[src/rtl/pipeline_pkg.sv]
// pipeline_pkg: shared stage type, latency clamp and latency-change FSM states for pipeline_delay_line
// Contents: PIPELINE_STAGE_T(W) macro (packed {valid, data[W-1:0]}, valid in the MSB),
//           lat_state_e, clamp_latency(req, max_lat).
`ifndef PIPELINE_PKG_SV
`define PIPELINE_PKG_SV
`define PIPELINE_STAGE_T(W) struct packed {logic valid; logic [(W)-1:0] data;}

package pipeline_pkg;

    typedef enum logic {
        LAT_IDLE    = 1'b0,
        LAT_PENDING = 1'b1
    } lat_state_e;

    function automatic int unsigned clamp_latency(input int unsigned req, input int unsigned max_lat);
        return (req > max_lat) ? max_lat : req;
    endfunction

endpackage

`endif

[src/rtl/pipeline_delay_stage.sv]
// pipeline_delay_stage: one {valid, data} register of the delay line
// Ports: clk, rst_n (async, clears valid only), en (advance), clear (sync valid clear, beats en),
//        d / q = {valid, data[WIDTH-1:0]}.
module pipeline_delay_stage #(
    parameter int WIDTH = 32
) (
    input  logic           clk,
    input  logic           rst_n,
    input  logic           en,
    input  logic           clear,
    input  logic [WIDTH:0] d,
    output logic [WIDTH:0] q
);

    logic             vld;
    logic [WIDTH-1:0] dat;

    always_ff @(posedge clk or negedge rst_n) begin
        if (!rst_n)     vld <= 1'b0;
        else if (clear) vld <= 1'b0;
        else if (en)    vld <= d[WIDTH];
    end

    // Payload is qualified by vld, so it needs no reset.
    always_ff @(posedge clk) begin
        if (en) dat <= d[WIDTH-1:0];
    end

    assign q = {vld, dat};

endmodule

[src/rtl/pipeline_delay_line.sv]
// pipeline_delay_line: data+valid delay line with stall, flush and drain-safe run-time latency change
// Ports: clk, rst_n (async active-low), en (advance), flush (sync clear),
//        in_valid/in_data/in_ready (input side), o_valid/o_data (output tap),
//        cfg_load/cfg_latency (request new latency), active_latency, in_flight (status).
module pipeline_delay_line
    import pipeline_pkg::*;
#(
    parameter int WIDTH       = 32,
    parameter int MAX_LATENCY = 20,
    parameter int LATENCY     = 4,
    parameter int CNT_W       = $clog2(MAX_LATENCY + 1)
) (
    input  logic             clk,
    input  logic             rst_n,
    input  logic             en,
    input  logic             flush,
    input  logic             in_valid,
    input  logic [WIDTH-1:0] in_data,
    output logic             in_ready,
    output logic             o_valid,
    output logic [WIDTH-1:0] o_data,
    input  logic             cfg_load,
    input  logic [CNT_W-1:0] cfg_latency,
    output logic [CNT_W-1:0] active_latency,
    output logic [CNT_W-1:0] in_flight
);

    typedef `PIPELINE_STAGE_T(WIDTH) stage_t;

    localparam logic [CNT_W-1:0] RST_LAT = CNT_W'(clamp_latency(LATENCY, MAX_LATENCY));

    stage_t           chain [MAX_LATENCY+1];
    stage_t           tap;
    lat_state_e       state;
    logic [CNT_W-1:0] pend_lat;
    logic [CNT_W-1:0] cnt;
    logic [CNT_W-1:0] cnt_nxt;
    logic [CNT_W-1:0] tap_idx;
    logic             adv;
    logic             acc;
    logic             lat_nz;
    logic             apply;

    assign adv      = en & ~flush;
    assign in_ready = state == LAT_IDLE;
    assign acc      = in_valid & in_ready & adv;
    assign lat_nz   = active_latency != '0;
    assign chain[0] = {acc, in_data};

    genvar i;
    for (i = 0; i < MAX_LATENCY; i++) begin : g_stage
        pipeline_delay_stage #(.WIDTH(WIDTH)) u_stage (
            .clk   (clk),
            .rst_n (rst_n),
            .en    (adv),
            .clear (flush | apply),
            .d     (chain[i]),
            .q     (chain[i+1])
        );
    end

    // Tap stage L-1 (chain[L]); L=0 bypasses the registers entirely.
    assign tap_idx = active_latency - CNT_W'(lat_nz);

    always_comb begin
        tap = chain[1];
        for (int k = 1; k < MAX_LATENCY; k++)
            if (tap_idx == CNT_W'(k)) tap = chain[k+1];
    end

    assign o_valid = lat_nz ? tap.valid & adv : acc;
    assign o_data  = lat_nz ? tap.data : in_data;

    assign cnt_nxt   = flush ? '0 : cnt + CNT_W'(acc & lat_nz) - CNT_W'(o_valid & lat_nz);
    assign in_flight = cnt;

    // A fresh cfg_load keeps the line pending, so the newest request always wins.
    assign apply = (state == LAT_PENDING) & ~cfg_load & (cnt_nxt == '0);

    always_ff @(posedge clk or negedge rst_n) begin
        if (!rst_n) begin
            state          <= LAT_IDLE;
            pend_lat       <= '0;
            active_latency <= RST_LAT;
            cnt            <= '0;
        end else begin
            cnt   <= cnt_nxt;
            state <= cfg_load ? LAT_PENDING : apply ? LAT_IDLE : state;
            if (cfg_load) pend_lat <= CNT_W'(clamp_latency(32'(cfg_latency), MAX_LATENCY));
            if (apply) active_latency <= pend_lat;
        end
    end

endmodule

[config.mk]
export PLATFORM = sky130hd
export DESIGN_NAME = pipeline_delay_line
export DESIGN_NICKNAME = d
export VERILOG_FILES = /design/src/rtl/pipeline_pkg.sv /design/src/rtl/pipeline_delay_stage.sv /design/src/rtl/pipeline_delay_line.sv
export SDC_FILE = /design/constraint.sdc
export NUM_CORES = 1
export LEC_CHECK = 0
export CORE_AREA = 2 2 225 315
export DETAILED_ROUTE_END_ITERATION = 10
export DIE_AREA = 0 0 227 317
export PLACE_DENSITY = 0.62
export SYNTH_ARGS = -nofsm -noshare
export SYNTH_HDL_FRONTEND = slang
export SYNTH_SLANG_ARGS = --single-unit
export TNS_END_PERCENT = 10
[constraint.sdc]
create_clock -name clk -period 23 [get_ports clk]
set_clock_uncertainty 0.2 [all_clocks]
set_input_delay 3.45 -clock clk [delete_from_list [all_inputs] [get_ports clk]]
set_output_delay 3.45 -clock clk [all_outputs]
set_load 0.01 [all_outputs]
==> summary.md <==
| Metric | Value |
|---|---|
| Number of antenna violations at the first check in global routing | `0` |
| Share of flip-flops with an asynchronous set or reset | `0.0533` |
| 1st-iter DRT viols | `2063` |
| Clock root cell | `clkbuf_16` |
| Worst slew pin tran | `1.29 ns` |
| Vias in the first global route | `17400` |
| Final worst-path cycle share | `0.447` |
| F_max | `97.2 MHz` |
| Worst slew margin | `0.138` |
| GRT Overall Usage | `0.202` |
| Syn Nets | `a little under 2000` |
| Arr. time, crit path | `about 6.6 ns` |
| DRC viols | `0` |
| Leak pwr | `0.00995 uW` |
| Worst path most repeated cell | `buf_4` |
| Ys Warns | `0` |
| Skew-Pair Late Insertion Delay | `0.63 ns` |
| Final std cells w/o fill | `~2900` |
| Port-buffer cells | `86` |
| VDD IR max | `~0.000094 V` |
| Req. time, crit path | `19.35 ns` |
| Via count | `17300` |
| Sequential element share of the synthesized area | `0.734` |
| Antenna fix cells | `0` |
| Buffers inserted by post-CTS timing repair | `0` |
| Height of the die | `317 um` |
| Slowest stage delay, CP | `0.93 ns` |
| First-pass GRT wire length | `roughly 110000 um` |
| Initial Utilization | `0.397` |
| Slew Limit Fails | `0` |
| Chip width | `227 um` |
| Gpl congestion | `about 0.84` |
| Mapped Area | `27400 um2` |
| CP max-delay cell | `nor4_2` |
| CTS clk-pin slew, worst paths | `~0.070 ns` |
| Final ANT Viol Nets | `0` |
| Area leader, netlist | `edfxtp_1` |
| Setup violators final | `0` |
| DR pass1 iterations | `6` |
| Via density | `5.92` |
| Final hold violations | `0` |
| Core Region | `69000 um2` |
| Cells after Synth | `1885` |
| Synth cell types | `76` |
| Area of the die | `72000 um2` |
| Largest net degree at the start of global routing | `197` |
| Layout area overhead | `14.1%` |
| P_int | `2680 uW` |
| CTS tree | `done` |
| Sequential power share | `0.326` |
| Setup TNS | `0 ns` |
| Inserted Clock Buffers | `66` |
| Crit-path cells | `nor4_2 > inv_2 > ha_1 > nor2b_1 > xnor2_1 > o22ai_4 > buf_4 > a22oi_2 > buf_4 > o211ai_1 > a21oi_1 > clkdlybuf4s50_1` |
| Min-delay worst type | `register to register` |
| Syn avg cell area | `14.5 um2` |
| # rows | `114` |
| Worst path bufs/invs | `4` |
| Maxcap violations | `0` |
| Layout cells sized above 1 | `0.0915` |
| Total net switching power | `1790 uW` |
| Fin crit period | `10.29 ns` |
| WL/cell | `around 25 um` |
| Switch share | `0.401` |
| I/O Pins | `87` |
| WS Path Type | `register to output pin` |
| Layout Nets | `approximately 2000` |
| Hold buffers post-CTS | `0` |
| RSZ-0062 raised after global routing | `no` |
| Routed WL | `72700 um` |
| Yosys top cell area share | `0.701` |
| Clk buf depth | `3` |
| Critical path endpoint category | `output pin` |
| Primary FF master, synth | `edfxtp_1` |
| CTS resizes | `0` |
| Pwr/cell area | `143 nW/um2` |
| DP Wirelength | `~40000 um` |
| Post-synth EDFFs | `640` |
| Combinational power share | `0.433` |
| Seq cells post-synth | `676` |
| Cell family with most CP delay | `compound AO/OA/AOI/OAI gates` |
| Run status | `complete, no violations` |
| Ranking of synthesized cells by area | `edfxtp_1 (70%), mux2i_1 (3.4%), dfrtp_1 (3.2%)` |
| Max FO, Critical Path | `44` |
| Crit start category | `register` |
| Total grt overflow | `0` |
| Placed cell count | `2798` |
| Clock share of power | `0.241` |
| H-tree Lvls | `3` |
| Total power | `4470 uW` |
| Clk sink count | `676` |
power by group through the flow:
stage / Combinational (uW) / Clock [uW] / Sequential, uW
CTS: 1940 / 1090 / 1460
global route: 2040 / 1140 / 1470
finish: 1940 / 1080 / 1460
floorplan: 1090 / 0 / 1480
global placement: 1910 / 0 / 1480
detailed placement: 1920 / 0 / 1480
metrics by stage:
step                      instance area, um2  hold WS, ns  setup WS, ns   util
after floorplan                        27400        0.221          1.94      -
after global placement                 29200        0.229         13.11  0.423
after detailed placement               29200        0.232         13.14  0.423
after CTS                              31300        0.239         12.76  0.453
after global routing                   31300        0.249         12.57  0.453
final                                  31300        0.232         12.71  0.453
final timing paths:
check                      cells after the start                                 start  slack, ns                                   end
max in group asynchronous                      2                                 rst_n      19.18         active_latency[0]$_DFFE_PN0P_
setup / recovery                              12         active_latency[0]$_DFFE_PN0P_      12.71                            o_data[29]
min in group asynchronous                      2                                 rst_n       3.05                     state$_DFFE_PN0P_
hold reg to reg                                0  g_stage[18].u_stage.dat[5]$_DFFE_PP_       0.23  g_stage[19].u_stage.dat[5]$_DFFE_PP_
setup reg to reg                              23         active_latency[0]$_DFFE_PN0P_      14.64    g_stage[6].u_stage.vld$_DFFE_PN0P_
hold / removal                                 0  g_stage[18].u_stage.dat[5]$_DFFE_PP_       0.23  g_stage[19].u_stage.dat[5]$_DFFE_PP_
cell usage after synthesis (28+ instances only):
| cell type | instances |
|---|---|
| o211ai_1 | 64 |
| nor3_1 | 72 |
| nor4_1 | 32 |
| a222oi_1 | 30 |
| nand2_1 | 28 |
| clkbuf_1 | 72 |
| a21oi_1 | 172 |
| o221ai_1 | 29 |
| nand3_1 | 100 |
| dfrtp_1 | 35 |
| mux2i_1 | 94 |
| buf_2 | 40 |
| edfxtp_1 | 640 |
| nor2_1 | 195 |
| o21ai_0 | 65 |
sequential cells by signal (all words and copies together), names as in the netlist:
name                 count
active_latency           5
g_stage.u_stage.dat    640
g_stage.u_stage.vld     20
in_flight                5
pend_lat                 5
state                    1
cell usage in the layout, fill, tap and decap left out, types with 26 or more instances in the layout:
cell type,n
edfxtp_1,640
nor2_1,192
a21oi_1,170
nand3_1,100
mux2i_1,94
clkdlybuf4s50_1,86
nor3_1,70
clkbuf_16,68
o21ai_0,65
o211ai_1,64
buf_4,36
dfrtp_1,34
nor4_1,32
a222oi_1,30
o221ai_1,29
nand2_1,26
layout make-up:
type,instances,area (um2)
clock buffers,89,1810
clock inverters,29,268
well taps,928,1160
flip-flops and latches,676,20100
multi-input cells,1056,6690
inverters,15,63.8
fillers,6115,37800
repair buffers,123,1150
routing by layer:
layer  part of all wire  up-vias  track usage  wire (um)
met5                  0        -            0          0
met4              0.029        0       0.0784       2100
met3              0.076      134       0.0416       5520
met2               0.49      747        0.336      35900
met1               0.40     8856        0.261      29200
li1                   -     7534            -          -
logic make-up after synthesis:
family | share of synthesized area
DFF | 0.734
AOI/OAI and AO/OA | 0.120
and+or+nand+nor | 0.0779
buffers and inverters | 0.0254
muxes | 0.0356
xor gates and xnor gates | 0.00351
adders and majority gates | 0.00392
No activity file was read; power rests on OpenSTA's default activity.
